==> src/rtl/park_gate_arbiter.sv <==
// -----------------------------------------------------------------------------
// park_gate_arbiter
//   Shares the time-of-day and the parking slot table between the entry and
//   exit gates. Simultaneous gate requests are served round-robin. An entry
//   allocates the lowest free slot and timestamps it. An exit frees the slot
//   and reports the parked duration in minutes, wrapping across midnight.
//
// Ports
//   clk, reset              clock, asynchronous active-high reset
//   hour, minute            current time of day (0..23 / 0..59)
//   entry_req               entry request level, held until grant/reject
//   exit_req, exit_slot     exit request level and the slot being vacated
//   entry_grant/_reject     1-cycle result pulses for the entry gate
//   entry_slot              slot of the last entry grant
//   exit_grant/_reject      1-cycle result pulses for the exit gate
//   duration                parked minutes of the last exit grant
//   occupied, count, full   slot occupancy bitmap, occupied count, lot full
// -----------------------------------------------------------------------------
module park_gate_arbiter #(
  parameter int NUM_SLOTS = 4,
  parameter int SLOT_W    = 2
) (
  input  logic                 clk,
  input  logic                 reset,
  input  logic [5:0]           hour,
  input  logic [5:0]           minute,
  input  logic                 entry_req,
  input  logic                 exit_req,
  input  logic [SLOT_W-1:0]    exit_slot,
  output logic                 entry_grant,
  output logic                 entry_reject,
  output logic [SLOT_W-1:0]    entry_slot,
  output logic                 exit_grant,
  output logic                 exit_reject,
  output logic [10:0]          duration,
  output logic [NUM_SLOTS-1:0] occupied,
  output logic [SLOT_W:0]      count,
  output logic                 full
);

  localparam logic [10:0] MIN_PER_DAY = 11'd1440;

  typedef enum logic [1:0] {
    IDLE    = 2'd0,
    ENTRY   = 2'd1,
    EXIT    = 2'd2,
    RELEASE = 2'd3
  } state_e;

  state_e                state_q, state_d;
  logic                  prio_exit_q, prio_exit_d;     // 1: exit wins the next tie
  logic                  served_exit_q, served_exit_d; // gate being released
  logic [NUM_SLOTS-1:0]  occupied_q, occupied_d;
  logic [SLOT_W:0]       count_q, count_d;
  logic [10:0]           stamp_q [NUM_SLOTS];
  logic [10:0]           stamp_d [NUM_SLOTS];
  logic [SLOT_W-1:0]     entry_slot_q, entry_slot_d;
  logic [10:0]           duration_q, duration_d;
  logic                  entry_grant_q, entry_grant_d;
  logic                  entry_reject_q, entry_reject_d;
  logic                  exit_grant_q, exit_grant_d;
  logic                  exit_reject_q, exit_reject_d;

  logic [10:0]           now;
  logic [10:0]           stamp_sel;
  logic [SLOT_W-1:0]     free_idx;
  logic                  lot_full;

  assign now       = {5'd0, hour} * 11'd60 + {5'd0, minute};
  assign stamp_sel = stamp_q[exit_slot];
  assign lot_full  = (count_q == (SLOT_W+1)'(NUM_SLOTS));

  // Lowest-index free slot. Scanning downward lets the lowest index win.
  always_comb begin
    free_idx = '0;
    for (int i = NUM_SLOTS - 1; i >= 0; i--) begin
      if (!occupied_q[i]) free_idx = SLOT_W'(i);
    end
  end

  always_comb begin
    // NOTE: every signal gets a default before the case; a path that skips an
    // assignment would otherwise infer a latch.
    state_d        = state_q;
    prio_exit_d    = prio_exit_q;
    served_exit_d  = served_exit_q;
    occupied_d     = occupied_q;
    count_d        = count_q;
    stamp_d        = stamp_q;
    entry_slot_d   = entry_slot_q;
    duration_d     = duration_q;
    entry_grant_d  = 1'b0;
    entry_reject_d = 1'b0;
    exit_grant_d   = 1'b0;
    exit_reject_d  = 1'b0;

    case (state_q)
      IDLE: begin
        if (entry_req && (!exit_req || !prio_exit_q)) begin
          state_d       = ENTRY;
          served_exit_d = 1'b0;
          prio_exit_d   = 1'b1;
          if (lot_full) begin
            entry_reject_d = 1'b1;
          end else begin
            entry_grant_d        = 1'b1;
            entry_slot_d         = free_idx;
            occupied_d[free_idx] = 1'b1;
            stamp_d[free_idx]    = now;
            count_d              = count_q + 1'b1;
          end
        end else if (exit_req) begin
          state_d       = EXIT;
          served_exit_d = 1'b1;
          prio_exit_d   = 1'b0;
          if (occupied_q[exit_slot]) begin
            exit_grant_d          = 1'b1;
            occupied_d[exit_slot] = 1'b0;
            count_d               = count_q - 1'b1;
            // The 11-bit difference wraps mod 2048; adding 1440 recovers the
            // midnight-crossing duration since the true result is < 1440.
            duration_d = (now >= stamp_sel) ? (now - stamp_sel)
                                            : (now - stamp_sel + MIN_PER_DAY);
          end else begin
            exit_reject_d = 1'b1;
          end
        end
      end
      ENTRY, EXIT: state_d = RELEASE;
      RELEASE: begin
        // Wait for the served gate to drop; the other gate stays pending.
        if (served_exit_q ? !exit_req : !entry_req) state_d = IDLE;
      end
      default: state_d = IDLE;
    endcase
  end

  // NOTE: the timestamp table is reset together with the control state so a
  // reset mid-operation leaves no stale entry behind.
  always_ff @(posedge clk or posedge reset) begin
    if (reset) begin
      state_q        <= IDLE;
      prio_exit_q    <= 1'b0;
      served_exit_q  <= 1'b0;
      occupied_q     <= '0;
      count_q        <= '0;
      for (int i = 0; i < NUM_SLOTS; i++) stamp_q[i] <= '0;
      entry_slot_q   <= '0;
      duration_q     <= '0;
      entry_grant_q  <= 1'b0;
      entry_reject_q <= 1'b0;
      exit_grant_q   <= 1'b0;
      exit_reject_q  <= 1'b0;
    end else begin
      // NOTE: non-blocking assignments so every flop samples pre-edge values.
      state_q        <= state_d;
      prio_exit_q    <= prio_exit_d;
      served_exit_q  <= served_exit_d;
      occupied_q     <= occupied_d;
      count_q        <= count_d;
      stamp_q        <= stamp_d;
      entry_slot_q   <= entry_slot_d;
      duration_q     <= duration_d;
      entry_grant_q  <= entry_grant_d;
      entry_reject_q <= entry_reject_d;
      exit_grant_q   <= exit_grant_d;
      exit_reject_q  <= exit_reject_d;
    end
  end

  assign entry_grant  = entry_grant_q;
  assign entry_reject = entry_reject_q;
  assign entry_slot   = entry_slot_q;
  assign exit_grant   = exit_grant_q;
  assign exit_reject  = exit_reject_q;
  assign duration     = duration_q;
  assign occupied     = occupied_q;
  assign count        = count_q;
  assign full         = lot_full;

endmodule
==> config.mk <==
export PLATFORM = sky130hd
export DESIGN_NAME = park_gate_arbiter
export DESIGN_NICKNAME = d
export VERILOG_FILES = /design/src/rtl/park_gate_arbiter.sv
export SDC_FILE = /design/constraint.sdc
export NUM_CORES = 1
export LEC_CHECK = 0
export CORE_MARGIN = 2
export CORE_UTILIZATION = 55
export DETAILED_ROUTE_END_ITERATION = 8
export PLACE_DENSITY = 0.84
export SLEW_MARGIN = 0
export SYNTH_ARGS = -nofsm -noshare
export SYNTH_HDL_FRONTEND = slang
export SYNTH_SLANG_ARGS = --single-unit
==> constraint.sdc <==
create_clock -name clk -period 3.52 [get_ports clk]
set_clock_uncertainty 0.1 [all_clocks]
set_input_delay 0.704 -clock clk [delete_from_list [all_inputs] [get_ports clk]]
set_output_delay 0.704 -clock clk [all_outputs]
set_load 0.02 [all_outputs]
==> impl_metrics.yaml, run 1 <==
yosys:
  synth_top_family_by_area: "multiplexers"
  synth_edf_count: 0
  synth_common_cells: "72 x dfrtp_1, 50 x inv_1, 36 x nand2_1"
  post-synth-top-area-cell: "dfrtp_1"
  muxShareOfSynthArea_pct: 13.3
  syn-num-nets: 485
  synth.distinct_cells: 57
  syn_avg_cell_area_um2: 10.7
  yosysWarnings: 0
  netlist_top_cells_area: "dfrtp_1 40%, ha_1 7.7%, mux2_2 7.2%"
  synth-seq-cells: 72
  ys_async_sr_fraction_pct: 100
  synth_compound_area_share_pct: 12.9
  synth_top_cell_area_share_pct: 39.6
  synth_flop_cell: "dfrtp_1"
  syn_area_um2: 4550
  synth-simple-area-share_pct: 10.5
  synth_most_common_cell: "dfrtp_1"
  ys_seq_area_share_pct: 39.6
  synth_fa_ha_area_share_pct: 13.2
  syn-instance-count: 427
  yosys.area_share.xor_xnor_pct: 4.92
placed_design:
  gp_congestion: 0.865
  dpl.cell_count: 645
  hpwl_um: 8000
  dpl_worst_slack_ns: -2.17
  portBuffers: 42
route:
  routed_wl_um: 12400
  vias_per_cell: 5.66
  drt_first_pass_iters: 4
  wire_per_inst_um: 18.1
  via_count: 3854
  drtIter0Drc: 188
  drc: 0
  ant_nets: 0
sta:
  fmax_mhz: 202
  min_period_ns: 4.96
  holdWs_ns: 0.387
  finalHoldViolCount: 0
  period_share_pct: 141
  slew_headroom_pct: 62.4
  rsz0062_at_grt: "yes"
  setup_viol: 18
  finalSetupTns_ns: -12.65
  final-max-slew-violation-count: 0
  finalWorstSetupSlack_ns: -1.44
  tightest_slew_ns: 0.564
cts:
  cts_max_level: 3
  postCtsHoldBufs: 0
  path_clk_slew_ns: 0.08
  clockRootBuffer: "clkbuf_8"
  cts_tree: "yes"
  worstSkewPairLatency_ns: 0.37
  cts_buffer_depth: 2
  cts_inserted_buffers: 9
  cts.sinks: 72
hold_path:
  hold_class: "reg2reg"
floorplan:
  die_h_um: 95
  io_pins: 43
  dieWidth_um: 95
  rows: 33
  dieArea_um2: 9030
  start_util_pct: 56.0
  fp.coreArea_um2: 8130
power:
  pwr-share-clk_pct: 9.1
  p_leak_nw: 2.97
  internal_power_w: 0.00439
  seqPwrFrac_pct: 19.4
  peakVddDrop_mv: 0.611
  p_per_area_nw_per_um2: 1170
  swShare_pct: 41.7
  switchingPower_w: 0.00315
  combPwrFrac_pct: 71.5
layout:
  stdcell_count: 681
  num-nets-final: 629
  layout-drive-gt1-share_pct: 39.1
  nFillCells: 479
  fin_util_pct: 79.1
  diodes: 0
  syn_to_final_growth_pct: 41.3
setup_path:
  arrival_ns: 5.13
  crit_buf_inv: 4
  worstSetupEndpointType: "register"
  crit_family: "adder cells"
  cp_slowest_stage_delay_ns: 0.56
  critPathKind: "in2reg"
  crit_top_cell: "fa_1"
  cp_cell_sequence: "buf_8 > fa_1 > inv_1 > fa_1 > fa_1 > inv_2 > ha_4 > nand2b_4 > a21oi_4 > xnor2_2 > inv_2 > ha_4 > nand4_1 > o21bai_4 > and3_4 > o2111a_1 > or4_1 > a211o_1 > o211ai_1"
  critPathMaxFanout: 3
  cp_data_required_time_ns: 3.69
  reg2reg_slack_ns: 0.04
  cpMaxStageDelayCell: "fa_1"
  start_kind: "input pin"
grt:
  grtUsageMet3_pct: 3.51
  grt_pass1_wl_um: 19400
  grt_pass1_vias: 4091
  grtUsageTotal_pct: 28.6
  grt_start_max_net_pins: 45
  antenna_found_initial: 0
  busiest_layer: "met2"
  use_met1_pct: 32.5
  met2_usage_pct: 50.9
  overflow: 0
job:
  maxCapViolations: 0
status:
  status: "finished with violations"
  violations: "setup timing"
layout by cell type (no fill, tap or decap), drive strengths merged, types with 2 or more instances in the layout:
master,Yosys,final
buf,0,107
dfrtp,72,72
inv,50,52
clkdlybuf4s50,0,37
nand2,36,36
mux2,29,29
ha,28,28
a21oi,27,27
nor2,25,25
o21ai,20,20
xnor2,14,14
mux4,12,12
fa,12,12
clkbuf,13,9
nand3,8,8
o21a,7,7
nor3,7,7
xor2,7,7
o31ai,6,6
and3,4,4
and2,3,3
o31a,3,3
a21o,3,3
nand4,3,3
nand2b,3,3
a211o,3,3
a31oi,2,2
nor2b,2,2
o2111ai,2,2
or2,2,2
nand3b,2,2
o211ai,2,2
clkinvlp,0,2
dlygate4sd2,0,2
o21bai,2,2
clkinv,0,2
layout make-up:
cell class	count	area (um^2)	share of cell area [%]
clock inverter	7	78.8	1.22
multi-input combinational	292	2870	44.7
tap	105	131	2.04
inverter	50	188	2.92
timing repair buffer	146	1240	19.2
clock buffer	9	124	1.92
sequential	72	1800	28.0
kinds of logic (layout without fill, tap and decap cells):
logic type	after synthesis	after routing
simple gates	101	101
compound gates	86	86
flops	72	72
buf+inv	63	212
mux	42	42
fa+ha+maj	41	41
xor+xnor	22	22
final timing paths:
check / startpoint / to / depth (start not counted)
max: hour[1] / duration[10] / 19
min: duration[8] / duration[8] / 2
max reg2reg: stamp_q[0] / duration[10] / 11
min reg2reg: duration[8] / duration[8] / 2
max in group asynchronous: reset / stamp_q[21] / 4
min in group asynchronous: reset / stamp_q[24] / 3
stage by stage:
step	area (um^2)	power (W)
6_report	6430	0.00754
5_1_grt	6430	0.00801
4_1_cts	6260	0.00706
3_5_place_dp	5760	0.00574
3_3_place_gp	5760	0.00551
2_1_floorplan	4650	0.00414
worst min-delay path: cells and delay by family (launching register included):
| family | cells | cell delay (ns) |
|---|---|---|
| AOI/OAI and AO/OA | 1 | 0.06 |
| DFF | 1 | 0.35 |
| and+or+nand+nor | 1 | 0.05 |
routing by layer:
layer | share of wire (%) | vias to the layer above
li1 | - | 1782
met1 | 38 | 1900
met2 | 53 | 136
met3 | 4.6 | 36
met4 | 3.8 | 0
met5 | 0 | -
flip-flops by register name (all words and copies together) (netlist names):
| signal | flops |
|---|---|
| stamp_q | 44 |
| duration | 11 |
| occupied | 4 |
| count | 3 |
| entry_slot | 2 |
| state_q | 2 |
| entry_grant | 1 |
| entry_reject | 1 |
| exit_grant | 1 |
| exit_reject | 1 |
| prio_exit_q | 1 |
| served_exit_q | 1 |
timing repair:
item                       4_1_cts  5_1_grt
pin swaps                       32       26
setup endpoints to repair       31       18
resized for setup               61       19
setup buffers                   10       12
power by group through the flow:
stage / Clock (W) / Combinational (W) / Sequential, W
after CTS: 0.000687 / 0.00493 / 0.00145
final: 0.000686 / 0.00539 / 0.00146
after global placement: 0 / 0.00410 / 0.00142
after global routing: 0.000727 / 0.00579 / 0.00150
after detailed placement: 0 / 0.00429 / 0.00145
after floorplan: 0 / 0.00262 / 0.00152
Power figures use the tool's default switching activity.
==> run 2, diff against run 1 <==
- CAP_MARGIN: unset -> 15
==> results of run 2 <==
No change in the layout: final DEF, timing and power equal those of run 1.
==> run 3, diff against run 2 <==
- PLACE_DENSITY: 0.84 -> 0.77
==> run 3 against run 2 <==
Compared with the run above: the flow still finishes with violations (setup timing); clock-buffer cell count increased by 1; worst hold slack worse by 0.0048 ns; worst setup slack improved by 0.15 ns; flip-flop and latch count unchanged; routed wire length decreased by 15%; non-clock buffer count is 11 lower; sequential power about the same; clock power grew 3.9%; critical path type unchanged; power fell by 3.7%; first-iteration DRC count rose by 30%; via count shrank 5.2%.
==> impl_metrics.yaml, run 3 (synthesized netlist as in run 1, its figures left out) <==
job:
  maxCapViolations: 0
floorplan:
  start_util_pct: 56.0
  rows: 33
  fp.coreArea_um2: 8130
  dieArea_um2: 9030
  io_pins: 43
  dieWidth_um: 95
  die_h_um: 95
status:
  violations: "setup timing"
  status: "finished with violations"
setup_path:
  start_kind: "input pin"
  worstSetupEndpointType: "register"
  cp_slowest_stage_delay_ns: 0.55
  crit_buf_inv: 4
  critPathMaxFanout: 5
  crit_top_cell: "fa_1"
  cpMaxStageDelayCell: "fa_1"
  reg2reg_slack_ns: 0.15
  r2r_cells: 12
  crit_family: "adder cells"
  arrival_ns: 4.98
  cp_data_required_time_ns: 3.70
  cp.depth: 18
  cp_cell_sequence: "buf_6 > fa_1 > inv_1 > fa_1 > fa_1 > inv_2 > ha_4 > o21ai_2 > buf_4 > a2111oi_4 > and3_4 > xnor2_4 > ha_4 > or2b_4 > o221ai_2 > or4_1 > a211o_1 > o211ai_1"
  critPathKind: "in2reg"
grt:
  grt_pass1_vias: 3700
  grt_pass1_wl_um: 17500
  antenna_found_initial: 0
  grtUsageTotal_pct: 25.1
  grt_start_max_net_pins: 37
  overflow: 0
hold_path:
  hold_class: "reg2reg"
  worst_hold_path.num_cells: 2
cts:
  path_clk_slew_ns: 0.09
  worstSkewPairLatency_ns: 0.37
  cts.sinks: 72
  cts_buffer_depth: 2
  cts_tree: "yes"
  clockRootBuffer: "clkbuf_8"
  cts_max_level: 3
  cts_inserted_buffers: 9
layout:
  design_area_um2: 6330
  final_common_cell: "buf_4"
  diodes: 0
  layout_common_cells: "87 x buf_4, 72 x dfrtp_1, 43 x inv_1, 37 x clkdlybuf4s50_1, 35 x nand2_1"
  largest_reg_flops: 44
  syn_to_final_growth_pct: 39.0
  num-nets-final: 618
  registers.top_by_ff_count: "stamp_q"
  layout-drive-gt1-share_pct: 38.2
route:
  routed_wl_um: 10500
  drtIter0Drc: 245
  drt_first_pass_iters: 4
  ant_nets: 0
  wire_per_inst_um: 15.7
  via_count: 3652
  vias_per_cell: 5.45
  drc: 0
sta:
  fmax_mhz: 208
  min_period_ns: 4.81
  period_share_pct: 137
  final-max-slew-violation-count: 0
  finalWorstSetupSlack_ns: -1.29
  slew_headroom_pct: 60.7
  setup_viol: 14
  tightest_slew_ns: 0.587
  holdWs_ns: 0.383
  rsz0062_at_grt: "yes"
  finalHoldViolCount: 0
placed_design:
  gp_congestion: 0.835
  portBuffers: 42
  hpwl_um: 7440
  placed_cell_area_um2: 5740
power:
  finalPower_w: 0.00726
  p_leak_nw: 2.93
  peakVddDrop_mv: 0.604
  p_per_area_nw_per_um2: 1150
-- run 3: final cells by class --
class / instances / area, um^2
Inverter: 50 / 188
Tap cell: 105 / 131
Clock inverter: 6 / 75.1
Timing Repair Buffer: 135 / 1150
Clock buffer: 10 / 138
Multi-Input combinational cell: 292 / 2850
Sequential cell: 72 / 1800
Fill cell: 502 / 1800
-- run 3: metrics by stage --
step | TNS, ns | utilization [%] | cells | setup slack (ns)
3_3_place_gp | -27.05 | 70.6 | 641 | -1.99
4_1_cts | -9.88 | 75.6 | 666 | -1.33
6_report | -10.12 | 77.8 | 670 | -1.29
5_1_grt | -13.20 | 77.8 | 670 | -1.53
3_5_place_dp | -30.17 | 70.6 | 641 | -2.12
2_1_floorplan | -9.43 | - | 427 | -1.49
-- run 3: routing by layer --
metal	vias up	GRT usage [%]	wire length (um)
li1	1751	-	-
met1	1789	32.5	4480
met2	93	43.1	5350
met3	19	2.95	464
met4	0	9.78	217
met5	-	0	0
-- run 3: what timing repair did --
item,in CTS,in global routing
hold buffers,0,0
pin swaps,26,12
setup endpoints to repair,31,19
gates resized for setup,42,32
buffers inserted,9,4
-- run 3: power breakdown --
part / switching (W) / internal [W]
Sequential: 0.000234 / 0.00120
Combinational: 0.00239 / 0.00273
Clock: 0.000357 / 0.000356
Total: 0.00298 / 0.00429
-- run 3: worst paths after layout --
path	from	to
worst min-delay path	duration[0]	duration[0]
max in group asynchronous	reset	stamp_q[7]
worst min register to register	duration[0]	duration[0]
min in group asynchronous	reset	entry_grant
worst max register to register	stamp_q[0]	duration[8]
worst max-delay path	hour[0]	duration[10]
-- run 3: worst reg2reg max path: stages (launching register included) --
cell	delay, ns
dfrtp_1	0.40
mux4_2	0.47
ha_1	0.22
fa_1	0.39
nor2b_1	0.15
o21a_1	0.25
o21a_1	0.17
o41a_1	0.15
o2111ai_2	0.16
buf_4	0.17
and2_1	0.15
o31a_1	0.29
o31ai_1	0.19
==> RTL change 1: new RTL, config.mk and constraints of run 2 <==
Register the output `count` once more, with the module's reset; this adds one clock of latency there. The other outputs are not delayed to match.
--- a/src/rtl/park_gate_arbiter.sv
+++ b/src/rtl/park_gate_arbiter.sv
@@ -177,3 +177,9 @@
   assign occupied     = occupied_q;
-  assign count        = count_q;
+  always_ff @(posedge clk or posedge reset) begin
+    if (reset) begin
+      count <= '0;
+    end else begin
+      count <= count_q;
+    end
+  end
   assign full         = lot_full;
Function: changed (Yosys sat finds a counterexample within 4 cycles, from zero or initial values and one cycle with reset high).
==> RTL change 1 against run 2 <==
The flow still finishes with violations (setup timing). Sequential cell count grew 3. Design area fell by 4.3%. Synthesized area grew 0.80%. Utilization decreased by 3.4 points. Total power fell by 18%. Routed wire length shrank 14%. Setup slack better by 0.071 ns. Count of clock-buffer cells in the layout is 2 higher. Critical path type unchanged. Largest power group unchanged. Highest routed layer unchanged.
==> RTL change 1: results (changes against run 2) <==
status = finished, violations left (unchanged)
failing checks = setup timing (unchanged)
Final Setup Violations = 17 (was 18)
Rel. slew slack = 0.556 (was 0.624)
DR vias = 3723 (was 3854)
Crit. Startpoint = hour[2] (was hour[1])
R2R cell count = 12 (was 11)
hold_sp = count_q[2] (was duration[8])
Leak = 0.00289 uW (was 0.00297 uW)
reg-to-reg startpoint = stamp_q[0] (unchanged)
all-layer global routing usage = 0.246 (was 0.286)
post-synthesis cell type count = 51 (was 57)
final worst slack = -1.37 ns (was -1.44 ns)
Critical Path AT = 5.04 ns (was 5.13 ns)
Fill cells = 528 (was 479)
FF-to-FF setup slack = 0.09 ns (was 0.04 ns)
Hold EP = count[2] (was duration[8])
final net count = 628 (was 629)
Setup WS pre-CTS = -2.16 ns (was -2.17 ns)
GPL Wtd Cong = 0.873 (was 0.865)
peak supply drop = 0.571 mV (was 0.611 mV)
worst hold stages = 0 (was 2)
tightest hold margin = 0.320 ns (was 0.387 ns)
syn_nets = 511 (was 485)
share of layout cells above drive strength 1 = 0.301 (was 0.391)
first-pass GRT wire length = 17000 microns (was 19400 microns)
dpl cell area = 0.00572 sq mm (was 0.00576 sq mm)
DR iter-0 viols = 190 (was 188)
sequential cell area fraction in the yosys report = 0.409 (was 0.396)
Post-synth top cells = dfrtp_1, inv_1, nand2_1, o21ai_0, ha_1 (was dfrtp_1, inv_1, nand2_1, mux2_2, ha_1)
drt total wl = 10700 microns (was 12400 microns)
Sw Share = 0.410 (was 0.417)
Detail Placement HPWL = 7340 microns (was 8000 microns)
[RTL change 1: power by group through the flow]
| stage | clock, uW | sequential (uW) | combinational [uW] |
|---|---|---|---|
| after CTS | 699 | 1360 | 3760 |
| after floorplan | 0 | 1460 | 2220 |
| final | 703 | 1360 | 4090 |
| after global placement | 0 | 1350 | 3410 |
| after global routing | 749 | 1400 | 4460 |
| after detailed placement | 0 | 1380 | 3560 |
[RTL change 1: routing by layer]
layer | vias up | track usage | part of all wire
li1 | 1756 | - | -
met1 | 1853 | 0.309 | 0.42
met2 | 91 | 0.426 | 0.52
met3 | 23 | 0.0466 | 0.039
met4 | 0 | 0.0845 | 0.023
met5 | - | 0 | 0
[RTL change 1: through the flow]
stage	setup TNS (ns)	std cells	power, uW
2_1_floorplan	-11.15	453	3680
5_1_grt	-12.33	680	6610
3_3_place_gp	-27.04	653	4770
6_report	-9.94	680	6150
4_1_cts	-9.38	674	5820
3_5_place_dp	-29.41	653	4940
[RTL change 1: timing repair]
action,in CTS,in global routing
buffers inserted,6,6
endpoints found under the setup margin,30,19
gates resized for setup,34,19
pin swaps,22,16
[RTL change 1: worst max-delay path by stage]
stage                     depth (start not counted)      endpoint  slack, ns
after detailed placement                         20  duration[10]      -2.16
final                                            22   duration[6]      -1.37
after floorplan                                  19  duration[10]      -1.61
after global placement                           20  duration[10]      -2.05
after CTS                                        20  duration[10]      -1.38
after global routing                             22   duration[6]      -1.58
[RTL change 1: cells by family after synthesis]
family	count (synthesis)	synth area share
AO/OA/AOI/OAI	95	0.126
XOR/XNOR	27	0.0561
adder cells (fa/ha/maj)	43	0.136
buffers and inverters	71	0.0646
flip-flops	75	0.409
multiplexers	28	0.0981
AND/OR/NAND/NOR	114	0.111
[RTL change 1: final cells by class]
cell class,count,area (sq um),area share
clock buffer,11,141,0.0230
clock inverter,5,60.1,0.00975
inverter,54,203,0.0329
multi-input combinational,307,2670,0.434
sequential,75,1880,0.305
tap,105,131,0.0213
timing repair buffer,123,1070,0.174
[RTL change 1: critical path: stages]
cell and delay, ns:
buf_8 0.10, fa_1 0.57, inv_2 0.05, fa_1 0.50, fa_1 0.51, inv_2 0.04, ha_4 0.28, nand2b_1 0.10
a21oi_2 0.22, xnor2_1 0.15, buf_4 0.16, inv_1 0.04, ha_1 0.32, nand3_1 0.14, nor4_4 0.17, a211oi_2 0.06
maj3_2 0.32, o21ai_4 0.23, buf_6 0.14, nand2_1 0.07, o21ai_2 0.07, o21ai_1 0.09
==> RTL change 2: new RTL, flow settings as in run 2 <==
Made on the original files. `NUM_SLOTS`: 4 -> 8.
--- a/src/rtl/park_gate_arbiter.sv
+++ b/src/rtl/park_gate_arbiter.sv
@@ -19,3 +19,3 @@
 module park_gate_arbiter #(
-  parameter int NUM_SLOTS = 4,
+  parameter int NUM_SLOTS = 8,
   parameter int SLOT_W    = 2
Interface: changed (resized occupied); port bits go from 43 to 47. The function was not compared with the original's and may differ.
==> RTL change 2 against run 2 <==
The flow still finishes with violations (setup timing). Sequential cell count did not move. Sequential share of layout area rose by 0.94 points. Design area down 3.2%. Utilization fell by 2.2 points. Setup slack gained 0.095 ns. Routed wire length decreased by 3.0%. Clock power fell by 8.3%. Fmax increased by 2.0%. Total power down 0.33%. Synthesized area down 0.69%. Largest power group unchanged.
==> RTL change 2: results (changes against run 2) <==
status = finished, violations left (unchanged)
failing checks = setup timing (unchanged)
Inst Count DP = 634 (was 645)
all-layer global routing usage = 0.268 (was 0.286)
vias per inst = 5.57 (was 5.66)
Setup WS pre-CTS = -2.02 ns (was -2.17 ns)
Final Setup Violations = 14 (was 18)
Routed wire per std cell = 18.1 microns (about the same)
vias in the first global route = 3811 (was 4091)
Leak = 0.00293 uW (was 0.00297 uW)
DR iter-0 viols = 201 (was 188)
share of layout cells above drive strength 1 = 0.343 (was 0.391)
reg-to-reg startpoint = stamp_q[78] (was stamp_q[0])
Crit. Startpoint = hour[0] (was hour[1])
CP Max Fanout = 4 (was 3)
final worst slack = -1.34 ns (was -1.44 ns)
final net count = 611 (was 629)
Worst Max-Slew Pin Slew = 0.606 ns (was 0.564 ns)
dominant cells by area after synthesis = dfrtp_1, ha_1, mux4_2 (was dfrtp_1, ha_1, mux2_2)
sequential cell area fraction in the yosys report = 0.398 (was 0.396)
Detail Placement HPWL = 7880 microns (was 8000 microns)
drt total wl = 12000 microns (was 12400 microns)
Critical Path AT = 5.00 ns (was 5.13 ns)
slowest stage delay, CP = 0.58 ns (was 0.56 ns)
clk_lat worst skew = 0.36 ns
hold_sp = duration[0] (was duration[8])
peak supply drop = 0.687 mV (was 0.611 mV)
Post-synth top cells = dfrtp_1, inv_1, nand2_1, ha_1, nor2_1 (was dfrtp_1, inv_1, nand2_1, mux2_2, ha_1)
Mapped Cells = 429 (was 427)
GPL Wtd Cong = 0.933 (was 0.865)
Fill cells = 497 (was 479)
[RTL change 2: changes by cell type in the layout (fill, tap and decap cells not counted), moves of 6 or more]
cell	change
mux2_2	-16
buf_4	-15
mux2_1	+12
o21ai_1	+11
buf_6	-6
o21ai_0	-9
[RTL change 2: timing repair]
item,in CTS,in global routing
buffers inserted,7,5
setup endpoints to repair,26,19
cloned,0,0
pin swaps,15,35
gates resized for setup,34,39
hold buffers,0,0
[RTL change 2: final timing paths]
path / slack, ns / cells past startpoint / to
worst max-delay path: -1.34 / 19 / duration[9]
worst min-delay path: 0.39 / 2 / duration[0]
worst max register to register: 0.22 / 12 / duration[10]
worst min register to register: 0.39 / 2 / duration[0]
max in group asynchronous: 2.04 / 3 / stamp_q[57]
min in group asynchronous: 0.63 / 2 / state_q[0]
[RTL change 2: final cells by class]
cell class                      count  area, sq um  area share
Inverter                           51          199      0.0320
Clock buffer                       10          138      0.0221
Sequential cell                    72         1800       0.289
Multi-Input combinational cell    293         2840       0.457
Tap cell                          105          131      0.0211
Timing Repair Buffer              125         1060       0.171
Clock inverter                      6         51.3     0.00824
[RTL change 2: report_power, final]
group | internal (uW) | switching [uW] | leakage, uW | total, uW
registers | 1190 | 245 | 0.000904 | 1430
logic | 2830 | 2620 | 0.00193 | 5450
clock network | 284 | 346 | 0.0000935 | 629
[RTL change 2: per-stage QoR]
stage          power (uW)  hold WS [ns]  instance area (sq um)
2_1_floorplan        4220         0.350                   4640
3_3_place_gp         5700         0.357                   5660
3_5_place_dp         5890         0.374                   5660
4_1_cts              6730         0.394                   6000
5_1_grt              8010         0.413                   6230
6_report             7510         0.389                   6230
[RTL change 2: kinds of logic after synthesis]
logic type | count (synthesis) | share of synthesized area
DFF | 72 | 0.398
xor gates and xnor gates | 26 | 0.0553
AOI/OAI and AO/OA | 78 | 0.114
muxes | 43 | 0.136
adders and majority gates | 41 | 0.133
other | 1 | 0.000829
and+or+nand+nor | 101 | 0.103
buffers and inverters | 67 | 0.0589
[RTL change 2: worst max-delay path, delay by kind of cell]
family	cells	cell delay [ns]
AOI/OAI and AO/OA	6	1.13
xor gates and xnor gates	2	0.35
adders and majority gates	5	2.15
buffers and inverters	4	0.30
and+or+nand+nor	2	0.37
[RTL change 2: metal layers]
| metal | up-vias | GRT usage | wire, microns |
|---|---|---|---|
| met4 | 0 | 0.116 | 432 |
| met5 | - | 0 | 0 |
| met2 | 113 | 0.495 | 6520 |
| li1 | 1713 | - | - |
| met3 | 40 | 0.0367 | 418 |
| met1 | 1822 | 0.308 | 4610 |
